--- src/rtl/mem_pkg.sv ---
// rtl/mem_pkg.sv - shared state encoding and default geometry for the burst master
package mem_pkg;

  localparam int DEF_WIDTH      = 32;
  localparam int DEF_DEPTH      = 1024;
  localparam int DEF_ADDR_WIDTH = 10;
  localparam int DEF_LEN_WIDTH  = 8;
  localparam int DEF_RF_DEPTH   = 4;

  typedef enum logic [1:0] {
    IDLE,
    WRITE,
    READ,
    DRAIN
  } state_t;

endpackage

--- src/rtl/mem_rd_fifo.sv ---
// rtl/mem_rd_fifo.sv - synchronous read-data FIFO with occupancy count
module mem_rd_fifo #(
  parameter int WIDTH = 32,
  parameter int DEPTH = 4,
  localparam int AW   = $clog2(DEPTH),
  localparam int CW   = AW + 1
) (
  input  logic             clk,
  input  logic             rst,
  input  logic             push,
  input  logic [WIDTH-1:0] push_data,
  input  logic             pop,
  output logic [WIDTH-1:0] pop_data,
  output logic [CW-1:0]    count
);

  logic [WIDTH-1:0] mem [DEPTH];
  logic [AW-1:0]    wr_ptr;
  logic [AW-1:0]    rd_ptr;
  logic             empty;
  logic             do_push;
  logic             do_pop;

  assign empty    = (count == '0);
  assign do_pop   = pop && !empty;
  // A push into a full FIFO is only taken when the head leaves on the same edge.
  assign do_push  = push && ((count != CW'(DEPTH)) || do_pop);
  assign pop_data = empty ? '0 : mem[rd_ptr];

  always_ff @(posedge clk) begin
    if (do_push) mem[wr_ptr] <= push_data;
  end

  always_ff @(posedge clk) begin
    if (rst) begin
      wr_ptr <= '0;
      rd_ptr <= '0;
      count  <= '0;
    end else begin
      if (do_push) wr_ptr <= wr_ptr + AW'(1);
      if (do_pop)  rd_ptr <= rd_ptr + AW'(1);
      count <= count + CW'(do_push) - CW'(do_pop);
    end
  end

endmodule

--- src/rtl/mem_burst_master.sv ---
// rtl/mem_burst_master.sv - burst command engine driving the single-port memory port
module mem_burst_master
  import mem_pkg::*;
#(
  parameter int WIDTH      = DEF_WIDTH,
  parameter int DEPTH      = DEF_DEPTH,
  parameter int ADDR_WIDTH = DEF_ADDR_WIDTH,
  parameter int LEN_WIDTH  = DEF_LEN_WIDTH,
  parameter int RF_DEPTH   = DEF_RF_DEPTH
) (
  input  logic                  clk,
  input  logic                  rst,
  input  logic                  cmd_valid,
  output logic                  cmd_ready,
  input  logic                  cmd_wr,
  input  logic [ADDR_WIDTH-1:0] cmd_addr,
  input  logic [LEN_WIDTH-1:0]  cmd_len,
  input  logic                  wd_valid,
  output logic                  wd_ready,
  input  logic [WIDTH-1:0]      wd_data,
  output logic                  rd_valid,
  input  logic                  rd_ready,
  output logic [WIDTH-1:0]      rd_data,
  output logic                  done,
  output logic                  err,
  output logic                  mem_valid,
  output logic                  mem_wr_rd,
  output logic [ADDR_WIDTH-1:0] mem_addr,
  output logic [WIDTH-1:0]      mem_wdata,
  input  logic [WIDTH-1:0]      mem_rdata,
  input  logic                  mem_ready
);

  localparam int CW = $clog2(RF_DEPTH) + 1;

  state_t                state;
  state_t                state_nxt;
  logic [ADDR_WIDTH-1:0] cur_addr;
  logic [LEN_WIDTH:0]    beats_left;
  logic                  rsp_pend;
  logic                  rsp_rd;
  logic [CW-1:0]         fifo_cnt;
  logic [CW:0]           credit_used;
  logic                  cmd_take;
  logic                  issue;
  logic                  last_beat;
  logic                  drain_done;

  assign cmd_ready  = (state == IDLE) && !rst;
  assign wd_ready   = (state == WRITE) && !rst;
  assign cmd_take   = cmd_valid && cmd_ready;
  assign rd_valid   = (fifo_cnt != '0);
  assign last_beat  = (beats_left == (LEN_WIDTH+1)'(1));
  assign drain_done = !rsp_pend && !mem_valid;

  // Reads already on the wire or awaiting data each hold a FIFO slot.
  assign credit_used = (CW+1)'(fifo_cnt)
                     + (CW+1)'(mem_valid && !mem_wr_rd)
                     + (CW+1)'(rsp_pend);

  always_comb begin
    state_nxt = state;
    issue     = 1'b0;
    unique case (state)
      IDLE:  if (cmd_take) state_nxt = cmd_wr ? WRITE : READ;
      WRITE: begin
        issue = wd_valid;
        if (issue && last_beat) state_nxt = DRAIN;
      end
      READ: begin
        issue = (credit_used < (CW+1)'(RF_DEPTH));
        if (issue && last_beat) state_nxt = DRAIN;
      end
      DRAIN: if (drain_done) state_nxt = IDLE;
      default: state_nxt = IDLE;
    endcase
  end

  always_ff @(posedge clk) begin
    if (rst) state <= IDLE;
    else     state <= state_nxt;
  end

  always_ff @(posedge clk) begin
    if (rst) begin
      cur_addr   <= '0;
      beats_left <= '0;
      mem_valid  <= 1'b0;
      mem_wr_rd  <= 1'b0;
      mem_addr   <= '0;
      mem_wdata  <= '0;
      rsp_pend   <= 1'b0;
      rsp_rd     <= 1'b0;
      done       <= 1'b0;
      err        <= 1'b0;
    end else begin
      mem_valid <= issue;
      rsp_pend  <= mem_valid;
      rsp_rd    <= mem_valid && !mem_wr_rd;
      done      <= (state == DRAIN) && drain_done;
      if (rsp_pend && !mem_ready) err <= 1'b1;
      if (cmd_take) begin
        cur_addr   <= cmd_addr;
        beats_left <= (LEN_WIDTH+1)'(cmd_len) + (LEN_WIDTH+1)'(1);
      end
      if (issue) begin
        mem_wr_rd  <= (state == WRITE);
        mem_addr   <= cur_addr;
        cur_addr   <= (cur_addr == ADDR_WIDTH'(DEPTH - 1)) ? '0 : cur_addr + ADDR_WIDTH'(1);
        beats_left <= beats_left - (LEN_WIDTH+1)'(1);
        if (state == WRITE) mem_wdata <= wd_data;
      end
    end
  end

  mem_rd_fifo #(
    .WIDTH (WIDTH),
    .DEPTH (RF_DEPTH)
  ) u_rd_fifo (
    .clk       (clk),
    .rst       (rst),
    .push      (rsp_rd),
    .push_data (mem_rdata),
    .pop       (rd_ready),
    .pop_data  (rd_data),
    .count     (fifo_cnt)
  );

endmodule

--- config.mk ---
export PLATFORM = sky130hd
export DESIGN_NAME = mem_burst_master
export DESIGN_NICKNAME = d
export VERILOG_FILES = /design/src/rtl/mem_pkg.sv /design/src/rtl/mem_rd_fifo.sv /design/src/rtl/mem_burst_master.sv
export SDC_FILE = /design/constraint.sdc
export NUM_CORES = 1
export LEC_CHECK = 0
export CAP_MARGIN = 5
export CORE_MARGIN = 3
export CORE_UTILIZATION = 40
export DETAILED_ROUTE_END_ITERATION = 7
export GPL_TIMING_DRIVEN = 0
export SETUP_SLACK_MARGIN = 0.5
export SLEW_MARGIN = 20
export SYNTH_ARGS = -nofsm -noshare
export SYNTH_HDL_FRONTEND = slang
export SYNTH_SLANG_ARGS = --single-unit
--- constraint.sdc ---
create_clock -name clk -period 6.7 [get_ports clk]
set_clock_uncertainty 0.1 [all_clocks]
set_input_delay 1.34 -clock clk [delete_from_list [all_inputs] [get_ports clk]]
set_output_delay 1.34 -clock clk [all_outputs]
set_load 0.05 [all_outputs]
==> key figures <==
Outcome
  – Status: complete, no violations

Placed design
  – Detailed Place HPWL: ~14 mm
  – Gpl congestion: roughly 0.9
  – Port bufs: roughly 170

Yosys
  – #FFs+latches synth: 206
  – Synth top area cells: edfxtp_1 (43%), dfxtp_1 (18%), mux4_2 (8.1%)
  – Yosys top cell area share: 43.38%
  – Number of synthesized flops with an enable pin: 128
  – Simple-Gate Fraction of Synth Area: between 10% and 20%
  – Mapped Area: 8861 sq um
  – Ys flop type: edfxtp_1
  – Mean Syn Cell Area: approximately 14 sq um
  – Netlist cell types: 66
  – Adder-Cell Fraction of Synth Area: around 2.6%
  – Synth async-reset ratio: 0%
  – Largest family of logic cells by synthesized area: simple AND/OR/NAND/NOR gates
  – Cells after Synth: around 650
  – Most numerous cell in the Yosys netlist: edfxtp_1
  – Yosys warning count: 0
  – Top cells by count, synth: edfxtp_1 (128), dfxtp_1 (78), nand2b_1 (65)
  – Xor/xnor share of the synthesized area: roughly 1.2%
  – Fraction of the mapped netlist area in compound gates: ~5.5%
  – Mux contribution to synthesized area: between 10% and 20%
  – Post-synthesis sequential area ratio: 61.00%
  – Synth area leader: edfxtp_1
  – Syn nets: approximately 760

Worst setup path
  – Worst Setup End Kind: output port
  – Critical-path maximum fanout: 10
  – Worst r2r dst: u_rd_fifo.count[2]$_SDFF_PP0_
  – Reg2Reg Setup Slack: roughly 4.3 ns
  – Cells on worst reg2reg path: 8
  – Kind of critical path: in2out
  – Worst setup SP type: input pin
  – WP data required: roughly 5.3 ns
  – Worst r2r src: u_rd_fifo.count[1]$_SDFF_PP0_
  – Worst path arrival time: approximately 3.9 ns

Pwr
  – Leak pwr: about 4 nW
  – VDD IR max: around 0.15 mV
  – PD cells: ~360 nW/um^2

Global route
  – Vias in the first global route: between 6000 and 7000
  – Grt ovf: 0
  – First-pass GRT wire length: ~32 mm
  – Largest net degree at the start of global routing: 21
  – Initial antenna violation count: 1
  – Gr usage total: 16.70%

Clock network
  – CTS max path bufs: 3
  – H-tree depth: 1
  – Post-CTS sizing: 0
  – CTS tree: built
  – Clk Latency, worst-skew pair: approximately 0.5 ns
  – Hold_buf cts: 0
  – Post-CTS setup buffers: 0
  – Root Driver: clkbuf_16
  – Clock-pin slew on the worst setup and hold paths: roughly 0.060 ns
  – CTS Sinks: roughly 200
  – CTS buffer count: 23

Drt
  – DR WL met2: 10.02 mm
  – Drt pass-1 iters: 6
  – Initial DRC count: ~400
  – DR WL/cell: ~18 microns
  – Post-Route WL: 20.41 mm
  – DRT antenna net count: 0
  – DR DRC count: 0
  – Routed met3 length: between 1 and 1.5 mm
  – Top layer in use: met5
  – Met1 Wirelength: 8.611 mm
  – DR vias: 5872
  – Vias per inst: between 5 and 6

Min path
  – HP Class: reg2reg
  – Hold path start: mem_addr[1]$_SDFFE_PP0P_
  – Hold Crit Depth: 2
  – Hold Path End: mem_addr[1]$_SDFFE_PP0P_

Cells and area
  – Share of cells above drive strength 1: between 10% and 20%
  – # diodes: 0
  – Area growth, synth to finish: 32.18%
  – Final nets: 956
  – Finished Core Util: a little over half
  – Fill count: 1804

Floorplanning
  – Number of core rows: 53
  – Die X: roughly 150 microns
  – Die area: approximately 24000 sq um
  – Starting Density: roughly two fifths
  – Io pins: 170
  – Core Area: 21420 sq um
  – Die Y: 154.8 microns

Run
  – Max-cap violations: 0

STA
  – Setup TNS: 0 ns
  – Minimum clock period: about 5.3 ns
  – Normalized max-slew margin: around 57%
  – Worst Tran Pin Value: around 0.65 ns
  – Slew Limit Fails: 0
  – Final Hold Vio Count: 0
  – RSZ-0062 raised after global routing: no
  – Setup violators final: 0
  – Max Clk Rate: between 0.15 and 0.2 GHz
  – Tcrit/Tclk final: about four fifths
-- kinds of logic (layout without fill, tap and decap cells) --
kind of cell | after synthesis | count (layout)
adder cells (fa/ha/maj) | 18 | 18
AND/OR/NAND/NOR | 229 | 229
buffers and inverters | 49 | 264
multiplexers | 71 | 71
flip-flops | 206 | 206
AO/OA/AOI/OAI | 66 | 66
XOR/XNOR | 12 | 12
-- critical path, cell delays in order --
cell	delay, ns
clkdlybuf4s50_1	0.66
clkbuf_1	0.48
clkbuf_1	0.53
nor2b_1	0.10
clkdlybuf4s50_1	0.75
-- cell usage in the layout, fill, tap and decap left out, types with 23 or more instances in the layout --
cell type	count
nor2_1	24
dfxtp_1	78
nand2_1	52
clkdlybuf4s50_1	169
clkbuf_1	24
mux2i_1	37
edfxtp_1	128
and2_1	34
clkbuf_16	23
mux4_2	32
nand2b_1	65
-- report_power, final --
| group | switching [W] | internal, W |
|---|---|---|
| clock network | 0.000483 | 0.000676 |
| registers | 0.0000728 | 0.00142 |
| logic | 0.000961 | 0.000623 |
| total | 0.00152 | 0.00272 |
-- metrics by stage --
stage	power (W)	cells	instance area, sq um	hold WS, ns	setup WS, ns
global placement	0.003094	1095	10900	0.3443	1.358
detailed placement	0.003121	1099	11010	0.3531	1.340
finish	0.004238	1141	11710	0.3582	1.385
CTS	0.004298	1141	11710	0.3627	1.335
floorplan	0.002611	651	8861	0.3451	2.822
global route	0.004458	1141	11710	0.3792	1.206
-- worst max path at each step --
stage,from,endpoint,slack (ns),depth (start not counted)
finish,rst,wd_ready,1.39,5
floorplan,rst,cmd_ready,2.82,3
global route,rst,cmd_ready,1.21,5
global placement,rst,wd_ready,1.36,5
detailed placement,rst,cmd_ready,1.34,5
CTS,rst,cmd_ready,1.34,5
-- layout make-up --
cell class | instances | area (sq um) | share of cell area (%)
sequential | 206 | 5405 | 46.15
multi-input combinational | 396 | 3232 | 27.59
timing repair buffer | 173 | 1802 | 15.38
clock buffer | 33 | 650.6 | 5.555
tap | 275 | 344.1 | 2.938
buffer | 33 | 168.9 | 1.442
inverter | 16 | 60.06 | 0.5128
clock inverter | 9 | 50.05 | 0.4273
-- state kept, by name (all words and copies together), names as in the netlist, named ones only --
register          count
beats_left            9
rsp_rd                1
rsp_pend              1
mem_addr             10
u_rd_fifo.count       3
mem_valid             1
done                  1
u_rd_fifo.wr_ptr      2
u_rd_fifo.rd_ptr      2
mem_wdata            32
mem_wr_rd             1
state                 2
err                   1
cur_addr             10
u_rd_fifo.mem       128
-- per-layer routing --
layer / GRT usage [%] / up-vias
li1: - / 2793
met1: 21.05 / 2866
met2: 28.91 / 184
met3: 4.365 / 27
met4: 3.953 / 2
met5: 0 / -
(Power assumes the default switching activity.)
